### config.mk
export PLATFORM = sky130hd
export DESIGN_NAME = yrv_tick_irq_flat
export DESIGN_NICKNAME = d
export VERILOG_FILES = /design/src/rtl/yrv_tick_irq_if.sv /design/src/rtl/yrv_tick_irq.sv /design/src/flat_wrapper.sv
export SDC_FILE = /design/constraint.sdc
export NUM_CORES = 1
export LEC_CHECK = 0
export ABC_AREA = 1
export BUFFER_PORTS_ARGS = -buffer_cell sky130_fd_sc_hd__buf_2
export CAP_MARGIN = 10
export CORE_MARGIN = 2
export CORE_UTILIZATION = 39
export CTS_CLUSTER_DIAMETER = 50
export CTS_CLUSTER_SIZE = 14
export DETAILED_ROUTE_END_ITERATION = 6
export HOLD_SLACK_MARGIN = 0.03
export SYNTH_ARGS = -nofsm -noshare
export SYNTH_HDL_FRONTEND = slang
export SYNTH_SLANG_ARGS = --single-unit
### constraint.sdc
create_clock -name clk -period 2.6 [get_ports clk]
set_input_delay 0.65 -clock clk [delete_from_list [all_inputs] [get_ports clk]]
set_output_delay 0.65 -clock clk [all_outputs]
set_load 0.02 [all_outputs]
### src/rtl/yrv_tick_irq_if.sv
// Timer configuration and interrupt status bundle for yrv_tick_irq.
// Master side drives prescaler, channel controls, acks and mask.
// Slave side (the timer) returns pending, overrun and the ei_req line.
interface yrv_tick_irq_if #(
  parameter int N_CH  = 4,
  parameter int CNT_W = 16,
  parameter int PRE_W = 16
);
  logic [PRE_W-1:0]      prescale_div;
  logic [N_CH-1:0]       ch_en;
  logic [N_CH-1:0]       ch_oneshot;
  logic [N_CH*CNT_W-1:0] ch_period;
  logic [N_CH-1:0]       ch_ack;
  logic [N_CH-1:0]       irq_mask;
  logic [N_CH-1:0]       irq_pending;
  logic [N_CH-1:0]       irq_overrun;
  logic                  ei_req;

  modport master (
    output prescale_div, ch_en, ch_oneshot, ch_period, ch_ack, irq_mask,
    input  irq_pending, irq_overrun, ei_req
  );

  modport slave (
    input  prescale_div, ch_en, ch_oneshot, ch_period, ch_ack, irq_mask,
    output irq_pending, irq_overrun, ei_req
  );
endinterface

### src/rtl/yrv_tick_irq.sv
// Multi-channel periodic/one-shot interrupt timer behind a shared prescaler.
// Latency: pending one edge after the hit tick, ei_req one edge after pending.
// No backpressure: events are sticky until acked; a repeat event sets overrun.
module yrv_tick_irq #(
  parameter int N_CH  = 4,
  parameter int CNT_W = 16,
  parameter int PRE_W = 16
) (
  input  logic           clk,
  input  logic           resetb,
  yrv_tick_irq_if.slave  tmr
);

  typedef enum logic [1:0] {
    ST_IDLE = 2'd0,
    ST_RUN  = 2'd1,
    ST_DONE = 2'd2
  } ch_state_e;

  logic [PRE_W-1:0] pre_cnt_q, pre_cnt_d;
  logic             tick;

  ch_state_e        state_q [N_CH];
  ch_state_e        state_d [N_CH];
  logic [CNT_W-1:0] cnt_q   [N_CH];
  logic [CNT_W-1:0] cnt_d   [N_CH];
  logic [CNT_W-1:0] period  [N_CH];

  logic [N_CH-1:0]  hit;
  logic [N_CH-1:0]  pend_q, pend_d;
  logic [N_CH-1:0]  ovr_q, ovr_d;
  logic             ei_req_q, ei_req_d;

  // Prescaler: >= compare lets a smaller divider take effect immediately.
  always_comb begin
    tick      = (pre_cnt_q >= tmr.prescale_div);
    pre_cnt_d = tick ? '0 : pre_cnt_q + PRE_W'(1);
  end

  // Unpack per-channel terminal counts.
  always_comb begin
    for (int i = 0; i < N_CH; i++) begin
      period[i] = tmr.ch_period[i*CNT_W +: CNT_W];
    end
  end

  // Channel FSMs: next state, next count and hit strobe.
  always_comb begin
    hit = '0;
    for (int i = 0; i < N_CH; i++) begin
      state_d[i] = state_q[i];
      cnt_d[i]   = cnt_q[i];
      if (!tmr.ch_en[i]) begin
        state_d[i] = ST_IDLE;
        cnt_d[i]   = '0;
      end else begin
        case (state_q[i])
          ST_IDLE: begin
            state_d[i] = ST_RUN;
            cnt_d[i]   = '0;
          end
          ST_RUN: begin
            if (tick) begin
              if (cnt_q[i] >= period[i]) begin
                hit[i]   = 1'b1;
                cnt_d[i] = '0;
                if (tmr.ch_oneshot[i]) state_d[i] = ST_DONE;
              end else begin
                cnt_d[i] = cnt_q[i] + CNT_W'(1);
              end
            end
          end
          ST_DONE: ;
          default: begin
            state_d[i] = ST_IDLE;
            cnt_d[i]   = '0;
          end
        endcase
      end
    end
  end

  // Sticky pending/overrun: a new hit always wins over a same-cycle ack.
  always_comb begin
    pend_d = pend_q;
    ovr_d  = ovr_q;
    for (int i = 0; i < N_CH; i++) begin
      if (hit[i]) begin
        pend_d[i] = 1'b1;
        if (pend_q[i] && !tmr.ch_ack[i]) ovr_d[i] = 1'b1;
        else if (tmr.ch_ack[i])          ovr_d[i] = 1'b0;
      end else if (tmr.ch_ack[i]) begin
        pend_d[i] = 1'b0;
        ovr_d[i]  = 1'b0;
      end
    end
    ei_req_d = |(pend_q & tmr.irq_mask);
  end

  // State registers, all cleared asynchronously.
  always_ff @(posedge clk or negedge resetb) begin
    if (!resetb) begin
      pre_cnt_q <= '0;
      pend_q    <= '0;
      ovr_q     <= '0;
      ei_req_q  <= 1'b0;
      for (int i = 0; i < N_CH; i++) begin
        state_q[i] <= ST_IDLE;
        cnt_q[i]   <= '0;
      end
    end else begin
      pre_cnt_q <= pre_cnt_d;
      pend_q    <= pend_d;
      ovr_q     <= ovr_d;
      ei_req_q  <= ei_req_d;
      for (int i = 0; i < N_CH; i++) begin
        state_q[i] <= state_d[i];
        cnt_q[i]   <= cnt_d[i];
      end
    end
  end

  assign tmr.irq_pending = pend_q;
  assign tmr.irq_overrun = ovr_q;
  assign tmr.ei_req      = ei_req_q;

endmodule

### src/flat_wrapper.sv
// flat-port wrapper written by rule: the top's interface ports become plain ports
module yrv_tick_irq_flat 
#(
  parameter int N_CH  = 4,
  parameter int CNT_W = 16,
  parameter int PRE_W = 16
)
  (clk, resetb, tmr_prescale_div, tmr_ch_en, tmr_ch_oneshot, tmr_ch_period, tmr_ch_ack, tmr_irq_mask, tmr_irq_pending, tmr_irq_overrun, tmr_ei_req);
  yrv_tick_irq_if #(.N_CH(N_CH), .CNT_W(CNT_W), .PRE_W(PRE_W)) tmr_i ();
  input  logic clk;
  input  logic resetb;
  input wire logic [$bits(tmr_i.prescale_div)-1:0] tmr_prescale_div;
  input wire logic [$bits(tmr_i.ch_en)-1:0] tmr_ch_en;
  input wire logic [$bits(tmr_i.ch_oneshot)-1:0] tmr_ch_oneshot;
  input wire logic [$bits(tmr_i.ch_period)-1:0] tmr_ch_period;
  input wire logic [$bits(tmr_i.ch_ack)-1:0] tmr_ch_ack;
  input wire logic [$bits(tmr_i.irq_mask)-1:0] tmr_irq_mask;
  output wire logic [$bits(tmr_i.irq_pending)-1:0] tmr_irq_pending;
  output wire logic [$bits(tmr_i.irq_overrun)-1:0] tmr_irq_overrun;
  output wire logic [$bits(tmr_i.ei_req)-1:0] tmr_ei_req;
  assign tmr_i.prescale_div = tmr_prescale_div;
  assign tmr_i.ch_en = tmr_ch_en;
  assign tmr_i.ch_oneshot = tmr_ch_oneshot;
  assign tmr_i.ch_period = tmr_ch_period;
  assign tmr_i.ch_ack = tmr_ch_ack;
  assign tmr_i.irq_mask = tmr_irq_mask;
  assign tmr_irq_pending = tmr_i.irq_pending;
  assign tmr_irq_overrun = tmr_i.irq_overrun;
  assign tmr_ei_req = tmr_i.ei_req;
  yrv_tick_irq #(.N_CH(N_CH), .CNT_W(CNT_W), .PRE_W(PRE_W)) u_core (.clk(clk), .resetb(resetb), .tmr(tmr_i));
endmodule
==> impl_summary.md, run 1 <==
STA
The largest clock skew in the final design is 0.00919 ns. The count of final max-slew check failures was 0. The ratio of final minimum period to clock period is 81.1%. At the pin with the least slew margin, the transition time is 0.464 ns. In this run the tightest slew margin relative to its limit is 69.0%. The count of endpoints failing setup in the final report is 0. The fmax is 474 MHz.

The hold violation total from the final report was 0. Setup repair after global routing left no endpoint under its margin. The total negative slack for setup checks is 0 ns. The clock period minus final worst setup slack is 2.11 ns.

Route
Once detail routing completed, the nets flagged for antenna violations numbered 0. Using the TritonRoute via totals, the vias-per-cell ratio works out to 4.74. The first detailed-routing pass took 5 iterations.

The final layout contains routed wiring with a total length of 18900 um. For this run, design rule violations remaining after detail routing come to 0. Detailed routing inserted a total of 7219 vias. Dividing the detail-routed wire length by the instance count gives 12.4 um. After the first detailed-routing iteration, the DRC count stood at 291.

Logic synthesis
In this run, distinct cell masters in the synthesized netlist total 42. The synthesized area divided by synthesized cell count is 7.06 um2. The cell area after technology mapping is 8060 um2. The portion of synthesized area spent on multiplexers is 0%.

The number of flops mapped to enable cells by yosys is 0. The sequential-to-total area share from yosys stat is 30.1%. The main combinational cell family by area after synthesis is simple AND/OR/NAND/NOR gates. The post-synthesis share of cell area spent on full adders, half adders and majority gates is 13.2%. Among all flip-flop cells after synthesis, the most frequent one is dfrtp_1. The synthesized netlist devotes 5.11% of its cell area to XOR and XNOR gates. The instance count of the mapped netlist is 1141. The simple-gate area share of the yosys netlist is 36.0%.

The number of nets in the synthesized netlist is 1324. In the synthesized netlist the async set-or-reset flop fraction comes to 100%. After synthesis the netlist holds a flip-flop and latch count of 97. The number of warnings issued by yosys is 0. The synthesized-area fraction occupied by ao, oa, aoi and oai cells is 5.11%.

Clock network
The tree is rooted in a clkbuf_16. The longest clock path from root to sink contains 2 buffers. The clock reaches the later pin of the worst-skew pair after 0.35 ns. Once the clock tree was built, the setup fixing pass inserted 0 buffers. The number of clock sinks seen by CTS is 97. The clock slew seen by the registers of the worst setup and hold paths is 0.07 ns.

The number of buffers inserted for hold repair after clock tree synthesis is 0. The maximum level of the CTS H-tree is 3. The number of clock buffers inserted by TritonCTS is 9. The post-cts resize count is 0. The clock tree from TritonCTS is built.

Setup path
Grouping stages by cell kind, the critical path spends the most delay in simple AND/OR/NAND/NOR gates. The number of buffers and inverters on the critical path is 2. The data required time of the worst path is 2.88 ns. The worst setup path is launched from a register. For the worst setup path, the data arrival time is 2.39 ns. On the worst path, the slowest cell contributes a delay of 0.47 ns. The category of the worst setup path capture point is a register. The worst setup path is of the reg2reg kind.

The signal on the critical path passes through ha_1 -> nand2_1 -> inv_1 -> nor2_1 -> o21a_1 -> nand2_1 -> nand2_2 -> nand2_1 -> inv_1 -> o21ai_0 -> a21oi_1. In this run the worst path has a maximum fanout of 7. The cell with the most instances on the worst path is nand2_1. The cell at the slowest stage of the critical path is dfrtp_1.

Power and ir drop
Power spread over the standard cell area amounts to 500 nW/um2. The internal power of the cells is 2.91 mW. The post-route total power is 4.60 mW. Of the total power, the clock network draws 31.3%. The maximum vdd drop is 0.000230 V. Of the total power, combinational logic draws 29.5%.

The part of the power in registers is 39.2%. In this run the power spent charging and discharging nets is 1.68 mW. Summed over all cells, the static leakage comes to 5.12 nW. The switching part of the total is 36.6%.

GRT
Entering global routing, the biggest net connects 40 pins. The wire length of the first global-routing pass is 32200 um. The number of antenna violations at the first check in global routing is 0. The global router's overall resource usage is 18.0%. The number of global-route vias before repair is 6915. The total overflow reported by the global router is 0.

Layout
The ratio of cells with drive above 1 in the final layout is 15.1%. The number of antenna repair diodes is 0. The area of combinational cells with multiple inputs is 4780 um2. Registers take 2430 um2. The count of fill cells added during filler insertion is 2092. The synthesis-to-finish area growth is 14.1%. The final layout contains 1431 nets.

Floorplanning
The number of top-level pins is 107. Once the floorplan was initialized, standard cells occupied 39.8% of the core. The core footprint is 20200 um2. The die area is 21800 um2.

The width of the die is 148 um. In this run the vertical extent of the chip is 148 um. In this run the core area contains 52 standard-cell rows.

Flow run
Max-cap violations in this run came to 0.

Worst hold path
The path category of the worst min-delay check is in2async.

Placed design
The weighted congestion at the end of routability-driven global placement is 0.846. During placement, the flow inserted port buffers numbering 106. After legalization and detailed placement, the total HPWL measured 14700 um.

Outcome
The run finished with clean final reports.
[cells in the final DEF, fill, tap and decap left out, drive strengths merged]
| cell type | instances |
|---|---|
| a21oi | 36 |
| buf | 119 |
| bufinv | 1 |
| clkbuf | 12 |
| clkinv | 3 |
| dfrtp | 97 |
| ha | 85 |
| inv | 181 |
| nand2 | 352 |
| nand3 | 109 |
| nand3b | 1 |
| nand4 | 15 |
| nor2 | 79 |
| nor3 | 71 |
| nor3b | 2 |
| nor4 | 2 |
| o21a | 5 |
| o21ai | 22 |
| o21bai | 7 |
| o2bb2ai | 1 |
| or2 | 6 |
| xnor2 | 15 |
| xor2 | 32 |
[routing by layer]
layer,share of wire (%),routed length (um),track usage [%],vias to the layer above
met5,0,0,0,-
met1,49,9140,23.9,3240
met3,3.5,657,2.87,13
met4,1.2,230,4.71,0
met2,47,8820,30.4,113
li1,-,-,-,3853
[worst reg2reg max path, delay by kind of cell, from the launching register on]
kind / cells / cell delay (ns)
AND/OR/NAND/NOR: 5 / 0.63
flip-flops: 1 / 0.47
AO/OA/AOI/OAI: 3 / 0.37
adder cells (fa/ha/maj): 1 / 0.32
buffers and inverters: 2 / 0.25
[sequential cells by signal, indices dropped and copies added (netlist names)]
signal / count
u_core.cnt_q: 64
u_core.pre_cnt_q: 16
u_core.state_q: 8
u_core.tmr.ei_req: 1
u_core.tmr.irq_overrun: 4
u_core.tmr.irq_pending: 4
[per-stage QoR]
stage | setup WS, ns | hold WS (ns) | utilization, % | instances | cell area [um2]
after global placement | 0.209 | 0.472 | 43.9 | 1507 | 8880
after floorplan | 0.501 | 0.354 | - | 1141 | 8060
final | 0.491 | 0.220 | 45.4 | 1523 | 9190
after global routing | 0.271 | 0.237 | 45.4 | 1523 | 9190
after detailed placement | 0.148 | 0.478 | 43.9 | 1507 | 8880
after CTS | 0.454 | 0.221 | 45.4 | 1523 | 9190
[path summary, 6_finish.rpt]
kind                                                        to  cells past startpoint                                start  slack (ns)
min                               u_core.cnt_q[21]$_DFFE_PN0P_                      1                               resetb        0.22
min reg2reg                u_core.tmr.irq_overrun[2]$_DFF_PN0_                      2  u_core.tmr.irq_overrun[2]$_DFF_PN0_        0.49
max reg2reg                      u_core.pre_cnt_q[2]$_DFF_PN0_                     11        u_core.pre_cnt_q[7]$_DFF_PN0_        0.49
max                              u_core.pre_cnt_q[2]$_DFF_PN0_                     11        u_core.pre_cnt_q[7]$_DFF_PN0_        0.49
min in group clk           u_core.tmr.irq_overrun[2]$_DFF_PN0_                      2  u_core.tmr.irq_overrun[2]$_DFF_PN0_        0.49
max in group asynchronous          u_core.cnt_q[4]$_DFFE_PN0P_                      2                               resetb        1.70
[kinds of logic after synthesis]
logic type | count (synthesis)
AO/OA/AOI/OAI | 71
XOR/XNOR | 47
adder cells (fa/ha/maj) | 85
buffers and inverters | 204
flip-flops | 97
AND/OR/NAND/NOR | 637
[synth_stat cells (5+ instances only)]
| cell type | n | area, um2 |
|---|---|---|
| inv_1 | 174 | 653 |
| nor2_4 | 5 | 56.3 |
| xnor2_1 | 15 | 131 |
| a21oi_1 | 33 | 165 |
| nor2_1 | 66 | 248 |
| o21a_1 | 5 | 37.5 |
| nor2_2 | 8 | 50.1 |
| ha_1 | 85 | 1060 |
| xor2_1 | 32 | 280 |
| nand2_1 | 344 | 1290 |
| o21ai_1 | 5 | 25.0 |
| nor3_1 | 67 | 335 |
| nand4_1 | 14 | 87.6 |
| clkbuf_1 | 7 | 26.3 |
| nand3_1 | 97 | 485 |
| dfrtp_1 | 97 | 2430 |
| nand2_2 | 5 | 31.3 |
| o21ai_0 | 17 | 85.1 |
| nand3_2 | 9 | 90.1 |
| buf_6 | 5 | 56.3 |
| buf_4 | 5 | 37.5 |
| o21bai_1 | 6 | 45.0 |
[power by group through the flow]
stage / Sequential, mW / Combinational (mW) / Clock (mW)
6_report: 1.80 / 1.36 / 1.44
5_1_grt: 1.82 / 1.60 / 1.54
4_1_cts: 1.80 / 1.38 / 1.48
3_5_place_dp: 1.83 / 1.37 / 0
3_3_place_gp: 1.83 / 1.35 / 0
2_1_floorplan: 1.79 / 1.07 / 0
[final cells by class]
cell class	count	share of cell area, %
clock buffer	12	2.90
tap	270	3.67
clock inverter	4	0.531
multi-input combinational	840	52.0
sequential	97	26.4
inverter	181	7.47
timing repair buffer	119	7.00
No activity file was read; power rests on OpenSTA's default activity.
==> run 2: changes to the inputs <==
--- a/config.mk
+++ b/config.mk
@@ -5,7 +5,7 @@
 export SDC_FILE = /design/constraint.sdc
 export NUM_CORES = 1
 export LEC_CHECK = 0
-export ABC_AREA = 1
+export ABC_AREA = 0
 export BUFFER_PORTS_ARGS = -buffer_cell sky130_fd_sc_hd__buf_2
 export CAP_MARGIN = 10
 export CORE_MARGIN = 2
==> constraint.sdc (replaced) <==
create_clock -name clk -period 1.8 [get_ports clk]
set_input_delay 0.45 -clock clk [delete_from_list [all_inputs] [get_ports clk]]
set_output_delay 0.45 -clock clk [all_outputs]
set_load 0.02 [all_outputs]
==> run 2 against run 1 <==
Against the previous run:
- the flow now finishes with violations (negative setup slack)
- first-iteration DRC count up 48%
- via count up 4.3%
- critical path depth down 2
- die area down 9.4%
- fmax down 6.3%
- register-to-register slack worse by 0.94 ns
- sequential share of layout area down 4.9 points
- global-route usage up 3.4 points
- clock skew down 0.0025 ns
- sequential power up 31%
- combinational power up 52%
- total power up 41%
- highest routed layer unchanged
==> impl_summary.md, run 2 <==
Logic synthesis
In the synthesized netlist the dominant register cell turns out to be dfrtp_1. The number of flops mapped to enable cells by yosys is 0 (unchanged). The count of unique library cells instantiated by Yosys is 64 (+52%). The synthesis-stage register bit count was 97 (unchanged).

The simple-gate area share of the yosys netlist is 22.4% (-14 points). The cell area after technology mapping is 7280 um2 (-9.6%). The number of nets in the synthesized netlist came to 1053 (-20%). The synthesized area divided by synthesized cell count was 8.37 um2 (+19%).

Sorting the synthesized cells by how often they occur yields inv_1 (107), dfrtp_1 (97), ha_1 (85), nand3_1 (82), nand2_1 (70). The most common cell in the synthesized netlist is inv_1. The instance count of the mapped netlist is 870 (-24%). The share of cell area taken by muxes after synthesis is 2.06% (+2.1 points). The synthesized-area fraction occupied by ao, oa, aoi and oai cells is 18.6% (+13 points). The number of warnings issued by yosys came to 0 (unchanged).

After synthesis, the cell types taking the most area are dfrtp_1 (33%), ha_1 (15%), nand3_1 (5.6%). The sequential-to-total area share from yosys stat is 33.3% (+3.2 points). By area, the combinational part of the netlist is dominated by simple AND/OR/NAND/NOR gates. The proportion of register bits with asynchronous set or reset after synthesis is 100% (unchanged). The post-synthesis share of cell area spent on full adders, half adders and majority gates is 14.6% (+1.4 points).

dfrtp_1 takes more of the synthesized area than any other cell. The portion of synthesized cell area occupied by the leading cell type is 33.3% (+3.2 points). The XOR/XNOR share of the synthesized area is 1.68% (-3.4 points).

Power and ir drop
The maximum vdd drop is 0.000522 V (+130%). The cell area power density is 575 nW/um2 (+15%). The static leakage power is 5.41 nW (+5.6%).

Route
The sum of routed wire segments on met1 came to 9940 um (+8.7%). The total length of routed met3 wires is 847 um (+29%). The top routing layer in use is met4. The final routed wire length divided by cell count is 15.7 um (+26%).

The violation count after the first detailed-route iteration is 431 (+48%). The via count of the routed design is 7527 (+4.3%). The number of iterations in the first detailed-routing pass is 5 (unchanged).

The residual DRC count came to 0 (unchanged). The via-per-instance ratio is 5.42 (+14%). The number of antenna-violating nets in the routed design is 0 (unchanged). The sum of met2 wire segment lengths after detailed routing is 10600 um (+21%).

The wire length reported by the detailed router is 21800 um (+15%).

Setup path
The biggest fanout along the worst timing path was 17 (+10). The kind of start point of the critical path is a register. The critical path start-end classification is reg2reg. The delay contributed by the slowest stage of the critical path came to 0.43 ns (-0.04 ns).

The data required time of the worst path is 2.03 ns (-0.85 ns). The worst path arrival time is 2.48 ns (+0.09 ns). STA classifies the critical path endpoint as a register.

Traced cell by cell, the critical path runs through ha_4 -> nand4_4 -> nor3_4 -> o2111ai_2 -> buf_6 -> a32o_1 -> buf_12 -> a22oi_2 -> o31ai_1. For this design, the slowest cell found on the critical path is dfrtp_1.

STA
The count of final max-slew check failures was 0 (unchanged). The count of endpoints failing setup in the final report is 96 (+96). The clock period minus final worst setup slack came to 2.25 ns (+0.141 ns). The largest clock skew in the final design is 0.00666 ns (-0.00253 ns). The ratio of final minimum period to clock period is 125% (+44 points). Setup repair after global routing could not meet its margin everywhere. The hold violation total from the final report is 0 (unchanged). The smallest setup slack after layout came to -0.449 ns (-0.941 ns). The slew at the pin with the worst max-slew slack was 1.11 ns (+0.646 ns).

The fmax came to 445 MHz (-6.3%). The worst slew slack as a fraction of its limit was 25.7% (-43 points).

Placed design
The count of input and output buffers is 106 (unchanged). The count of placed standard cells including taps is 1341 (-11%). The estimated wirelength of the detail-placed design came to 14900 um (+1.3%). The setup slack at placement is -0.749 ns (-0.897 ns).

The area of placed instances is 9640 um2 (+8.5%). The weighted congestion at the end of routability-driven global placement is 0.847 (+0.12%).

Layout
The number of flip-flops under the largest register name is 64 (unchanged). In the final layout, the registers with the most flip-flops are u_core.cnt_q x64, u_core.pre_cnt_q x16, u_core.state_q x8. The number of nets in the layout was 1339 (-6.4%). Compared with the post-synthesis result, the final layout area differs by 55.2%. The number of antenna repair diodes is 0 (unchanged). The register with the most flip-flops is u_core.cnt_q.

The non-filler instance count after layout is 1390 (-8.7%). The commonest non-fill, non-tap cell in the layout is buf_4. The final non-filler cell area came to 11300 um2 (+23%).

The count of fill cells added during filler insertion was 1536 (-27%). The ratio of cells with drive above 1 in the final layout is 42.7% (+28 points). The final core utilization came to 62.3% (+17 points).

In the layout the commonest cells are buf_4 (158), buf_2 (106), inv_1 (101).

Clock network
The maximum level of the CTS H-tree is 3 (unchanged). The number of clock sinks seen by CTS came to 97 (unchanged). The clock insertion delay at the later pin of the skew report is 0.35 ns (about the same).

The clock tree from TritonCTS is built. The worst-case clock buffer depth is 2 (unchanged). The number of clock buffers inserted by TritonCTS is 9 (unchanged). CTS placed an instance of clkbuf_16 at the clock tree root. The clock slew seen by the registers of the worst setup and hold paths is 0.07 ns (about the same).

Floorplanning
The number of top-level pins came to 107 (unchanged). The core footprint was 18100 um2 (-10%). The die area is 19800 um2 (-9.4%). The starting density of the core is 40.1% (+0.30 points).

The width of the die is 141 um (-4.8%). The vertical extent of the die is 141 um (-4.8%). The site row count was 49 (-5.8%).

GRT
The number of global-route vias before repair is 7260 (+5.0%). The wire length of the first global-routing pass is 34600 um (+7.3%). The number of antenna violations at the first check in global routing is 1 (+1).

The global router's overall resource usage was 21.3% (+3.4 points). The total overflow reported by the global router came to 0 (unchanged). The pin count of the biggest net entering global routing was 35 (-13%).

Outcome
The run finished, with violations left. The final reports fail on negative setup slack.

Worst hold path
The path category of the worst min-delay check is in2async.

Flow run
The max capacitance violation total is 0 (unchanged).
[run 2: report_power, final]
part | total, mW | internal, mW | switching, mW
Clock | 2.07 | 1.19 | 0.876
Combinational | 2.07 | 1.07 | 0.997
Sequential | 2.36 | 2.29 | 0.0777
[run 2: critical path: cells and delay by family, from the launching register on]
kind / cells / cell delay [ns]
flip-flops: 1 / 0.43
AND/OR/NAND/NOR: 2 / 0.39
buffers and inverters: 2 / 0.32
adder cells (fa/ha/maj): 1 / 0.29
AO/OA/AOI/OAI: 4 / 0.69
[run 2: layout make-up]
class | count | area [um2] | share of cell area, %
sequential | 97 | 2430 | 21.5
inverter | 107 | 412 | 3.64
tap | 229 | 287 | 2.54
multi-input combinational | 634 | 5430 | 48.1
clock buffer | 12 | 267 | 2.36
timing repair buffer | 307 | 2430 | 21.5
clock inverter | 4 | 48.8 | 0.432
[run 2: metal layers]
metal  GRT usage (%)  vias up
li1                -     3749
met1            28.9     3571
met2            36.3      181
met3            2.51       26
met4            5.74        0
met5               0        -
[run 2: metrics by stage]
stage | TNS [ns] | hold WS (ns) | power (mW)
after floorplan | -24.24 | 0.154 | 3.24
after global placement | -53.77 | 0.462 | 3.87
after detailed placement | -55.38 | 0.457 | 3.89
after CTS | -35.25 | 0.0780 | 6.37
after global routing | -40.16 | 0.0945 | 6.81
final | -32.71 | 0.0630 | 6.50
[run 2: logic make-up (layout without fill, tap and decap cells)]
group | after synthesis | in the layout
adder cells (fa/ha/maj) | 85 | 85
buffers and inverters | 139 | 430
multiplexers | 15 | 15
AO/OA/AOI/OAI | 198 | 198
flip-flops | 97 | 97
XOR/XNOR | 14 | 14
AND/OR/NAND/NOR | 322 | 322
[run 2: worst paths after layout]
path,end,from,slack [ns],cells past startpoint
hold / removal,u_core.cnt_q[45]$_DFFE_PN0P_,resetb,0.06,1
min in group clk,u_core.tmr.irq_overrun[1]$_DFF_PN0_,tmr_ch_ack[1],0.27,2
setup reg to reg,u_core.cnt_q[60]$_DFFE_PN0P_,u_core.pre_cnt_q[12]$_DFF_PN0_,-0.45,9
setup / recovery,u_core.cnt_q[60]$_DFFE_PN0P_,u_core.pre_cnt_q[12]$_DFF_PN0_,-0.45,9
hold reg to reg,u_core.tmr.irq_overrun[0]$_DFF_PN0_,u_core.tmr.irq_overrun[0]$_DFF_PN0_,0.53,2
max in group asynchronous,u_core.cnt_q[59]$_DFFE_PN0P_,resetb,1.22,2
[run 2: what timing repair did]
action | CTS | global route
resized for setup | 108 | 103
pin swaps | 54 | 45
hold buffers | 0 | 0
endpoints found under the setup margin | 96 | 96
buffers inserted | 13 | 17
cloned | 7 | 4
==> run 3: changes to the inputs <==
--- a/config.mk
+++ b/config.mk
@@ -8,6 +8,7 @@
 export ABC_AREA = 0
 export BUFFER_PORTS_ARGS = -buffer_cell sky130_fd_sc_hd__buf_2
 export CAP_MARGIN = 10
+export CORE_ASPECT_RATIO = 0.75
 export CORE_MARGIN = 2
 export CORE_UTILIZATION = 39
 export CTS_CLUSTER_DIAMETER = 50
==> constraint.sdc (replaced) <==
create_clock -name clk -period 2.35 [get_ports clk]
set_input_delay 0.5875 -clock clk [delete_from_list [all_inputs] [get_ports clk]]
set_output_delay 0.5875 -clock clk [all_outputs]
set_load 0.02 [all_outputs]
==> run 3 against run 2 <==
Against the previous run:
- the run now ends clean
- combinational power is 51% lower
- first-iteration DRC count is 8.6% lower
- cell count is 6.8% lower
- die area hardly changed
- clock-buffer cell count is 2 lower
- critical endpoint unchanged
- largest cell class unchanged
==> impl_summary.md, run 3 (synthesized netlist as in run 2, its figures left out) <==
Layout
The commonest non-fill, non-tap cell in the layout is buf_2. The register area came to 2430 um2 (about the same). The largest registers in the layout are u_core.cnt_q x64, u_core.pre_cnt_q x16, u_core.state_q x8. The count of fill cells added during filler insertion came to 1767 (+15%). The final core utilization is 50.3% (-12 points).

Leaving out fill and tap cells, the most frequent cells in the layout are buf_2 (106), inv_1 (104), dfrtp_1 (96). The synthesis-to-finish area growth is 27.0%. The non-filler instance count after layout is 1295 (-6.8%). The number of antenna repair diodes is 0 (unchanged). The number of nets in the layout is 1227 (-8.4%). The register with the most flip-flops is u_core.cnt_q. The area of combinational cells with multiple inputs came to 4530 um2 (-17%).

The number of flip-flops under the largest register name is 64 (unchanged). The ratio of cells with drive above 1 in the final layout is 23.4% (-19 points). The final non-filler cell area is 9250 um2 (-18%).

Clock network
The maximum level of the CTS H-tree came to 3 (unchanged). CTS placed an instance of clkbuf_16 at the clock tree root. The number of clock buffers inserted by TritonCTS is 9 (unchanged).

The clock slew seen by the registers of the worst setup and hold paths was 0.07 ns (about the same). The post-CTS setup repair buffer count is 0 (-13). The clock tree from TritonCTS is built. The number of clock sinks seen by CTS came to 97 (unchanged). The worst-case clock buffer depth is 2 (unchanged).

The clock insertion delay at the later pin of the skew report is 0.35 ns (about the same).

STA
The ratio of final minimum period to clock period was 95.4% (-30 points). The smallest setup slack after layout is 0.107 ns (+0.556 ns). Setup repair after global routing could not meet its margin everywhere.

The clock period minus final worst setup slack was 2.24 ns (-0.00631 ns). The worst slew slack as a fraction of its limit is 27.3% (+1.5 points). The worst hold slack after final layout is 0.153 ns (+0.0902 ns). The hold violation total from the final report was 0 (unchanged). The largest clock skew in the final design is 0.00685 ns (+0.000182 ns). The slew at the pin with the worst max-slew slack is 1.09 ns (-0.0226 ns). The count of final max-slew check failures came to 0 (unchanged). The count of endpoints failing setup in the final report is 0 (-100%). The total negative slack for setup checks came to 0 ns (+32.71 ns). The fmax came to 446 MHz (+0.28%).

Setup path
The worst setup path is launched from a register. Broken down by cell family, the worst path's largest delay share belongs to compound AO/OA/AOI/OAI gates. The category of the worst setup path capture point is a register.

The data required time of the worst path came to 2.58 ns (+0.55 ns). By startpoint and endpoint, the worst setup path is classified as reg2reg. The biggest fanout along the worst timing path is 17 (unchanged).

The delay contributed by the slowest stage of the critical path is 0.42 ns (about the same). The cell at the slowest stage of the critical path is dfrtp_1. The number of buffers and inverters on the critical path is 2 (unchanged).

The worst path arrival time is 2.47 ns (about the same). The signal on the critical path passes through ha_4 -> nand4_4 -> nor3_4 -> o2111ai_2 -> buf_4 -> a32o_1 -> buf_12 -> a22oi_1 -> o31ai_1.

Route
The violation count after the first detailed-route iteration is 394 (-8.6%). The via-per-instance ratio came to 5.31 (-1.9%). The wire length reported by the detailed router was 18800 um (-14%). The final routed wire length divided by cell count is 14.5 um (-7.3%). The via count of the routed design is 6877 (-8.6%). The number of iterations in the first detailed-routing pass is 4 (-1). The sum of routed wire segments on met1 was 9700 um (-2.5%).

The residual DRC count is 0 (unchanged). The number of antenna-violating nets in the routed design is 0 (unchanged). In this run the top signal layer used is met5. The sum of met2 wire segment lengths after detailed routing is 7980 um (-25%). The total length of routed met3 wires is 963 um (+14%).

Placed design
The count of placed standard cells including taps was 1279 (-4.6%). The count of input and output buffers is 106 (unchanged). The estimated wirelength of the detail-placed design was 14400 um (-3.5%). The area of placed instances was 8790 um2 (-8.8%). The setup slack at placement was -0.307 ns (+0.443 ns). The weighted congestion at the end of routability-driven global placement was 0.821 (-3.0%).

GRT
The pin count of the biggest net entering global routing came to 50 (+43%). The total overflow reported by the global router is 0 (unchanged). The number of global-route vias before repair is 6242 (-14%). The number of antenna violations at the first check in global routing was 1 (unchanged).

The global router's overall resource usage came to 19.5% (-1.8 points). The wire length of the first global-routing pass is 31000 um (-10%).

Outcome
The run finished with clean final reports.

Power and ir drop
The cell area power density is 479 nW/um2 (-17%). The static leakage power is 4.57 nW (-16%). The post-route total power came to 4.43 mW (-32%). The maximum vdd drop is 0.000316 V (-40%).

Floorplanning
The starting density of the core is 39.6% (-0.55 points). The number of top-level pins is 107 (unchanged). The width of the die is 162 um (+15%). The die area is 19800 um2 (about the same). The core footprint is 18400 um2 (+1.4%).

The site row count is 43 (-12%). The vertical extent of the die was 122 um (-13%).

Worst hold path
The min-delay analysis places its worst path in the category in2async.

Flow run
The max capacitance violation total is 0 (unchanged).
## run 3: area by class of cell
class                      instances  share of cell area [%]
inverter                         107                    4.42
sequential                        97                    26.3
timing repair buffer             195                    13.7
clock inverter                     5                   0.879
multi-input combinational        634                    49.0
tap                              247                    3.34
clock buffer                      10                    2.48
## run 3: repair_timing
item / 4_1_cts / 5_1_grt
setup endpoints to repair: 6 / 76
hold buffers: 0 / 0
gates resized for setup: 2 / 29
cloned: 0 / 1
pin swaps: 0 / 7
## run 3: path summary, 6_finish.rpt
path | from | to | slack [ns] | depth (start not counted)
worst max-delay path | u_core.pre_cnt_q[14]$_DFF_PN0_ | u_core.cnt_q[60]$_DFFE_PN0P_ | 0.11 | 9
worst min-delay path | resetb | u_core.pre_cnt_q[7]$_DFF_PN0_ | 0.15 | 1
worst max register to register | u_core.pre_cnt_q[14]$_DFF_PN0_ | u_core.cnt_q[60]$_DFFE_PN0P_ | 0.11 | 9
worst min register to register | u_core.cnt_q[31]$_DFFE_PN0P_ | u_core.cnt_q[31]$_DFFE_PN0P_ | 0.48 | 1
max in group asynchronous | resetb | u_core.cnt_q[54]$_DFFE_PN0P_ | 1.53 | 2
min in group clk | tmr_ch_ack[0] | u_core.tmr.irq_overrun[0]$_DFF_PN0_ | 0.40 | 2
## run 3: per-layer routing
metal | global-route usage (%) | up-vias
li1 | - | 3517
met3 | 4.16 | 14
met4 | 3.48 | 2
met5 | 0 | -
met1 | 28.9 | 3163
met2 | 29.6 | 181
## run 3: report_power, final
| group | switching, mW | total, mW | internal, mW |
|---|---|---|---|
| combinational | 0.535 | 1.01 | 0.477 |
| sequential | 0.0842 | 1.84 | 1.75 |
| clock | 0.654 | 1.58 | 0.928 |
| total | 1.27 | 4.43 | 3.16 |
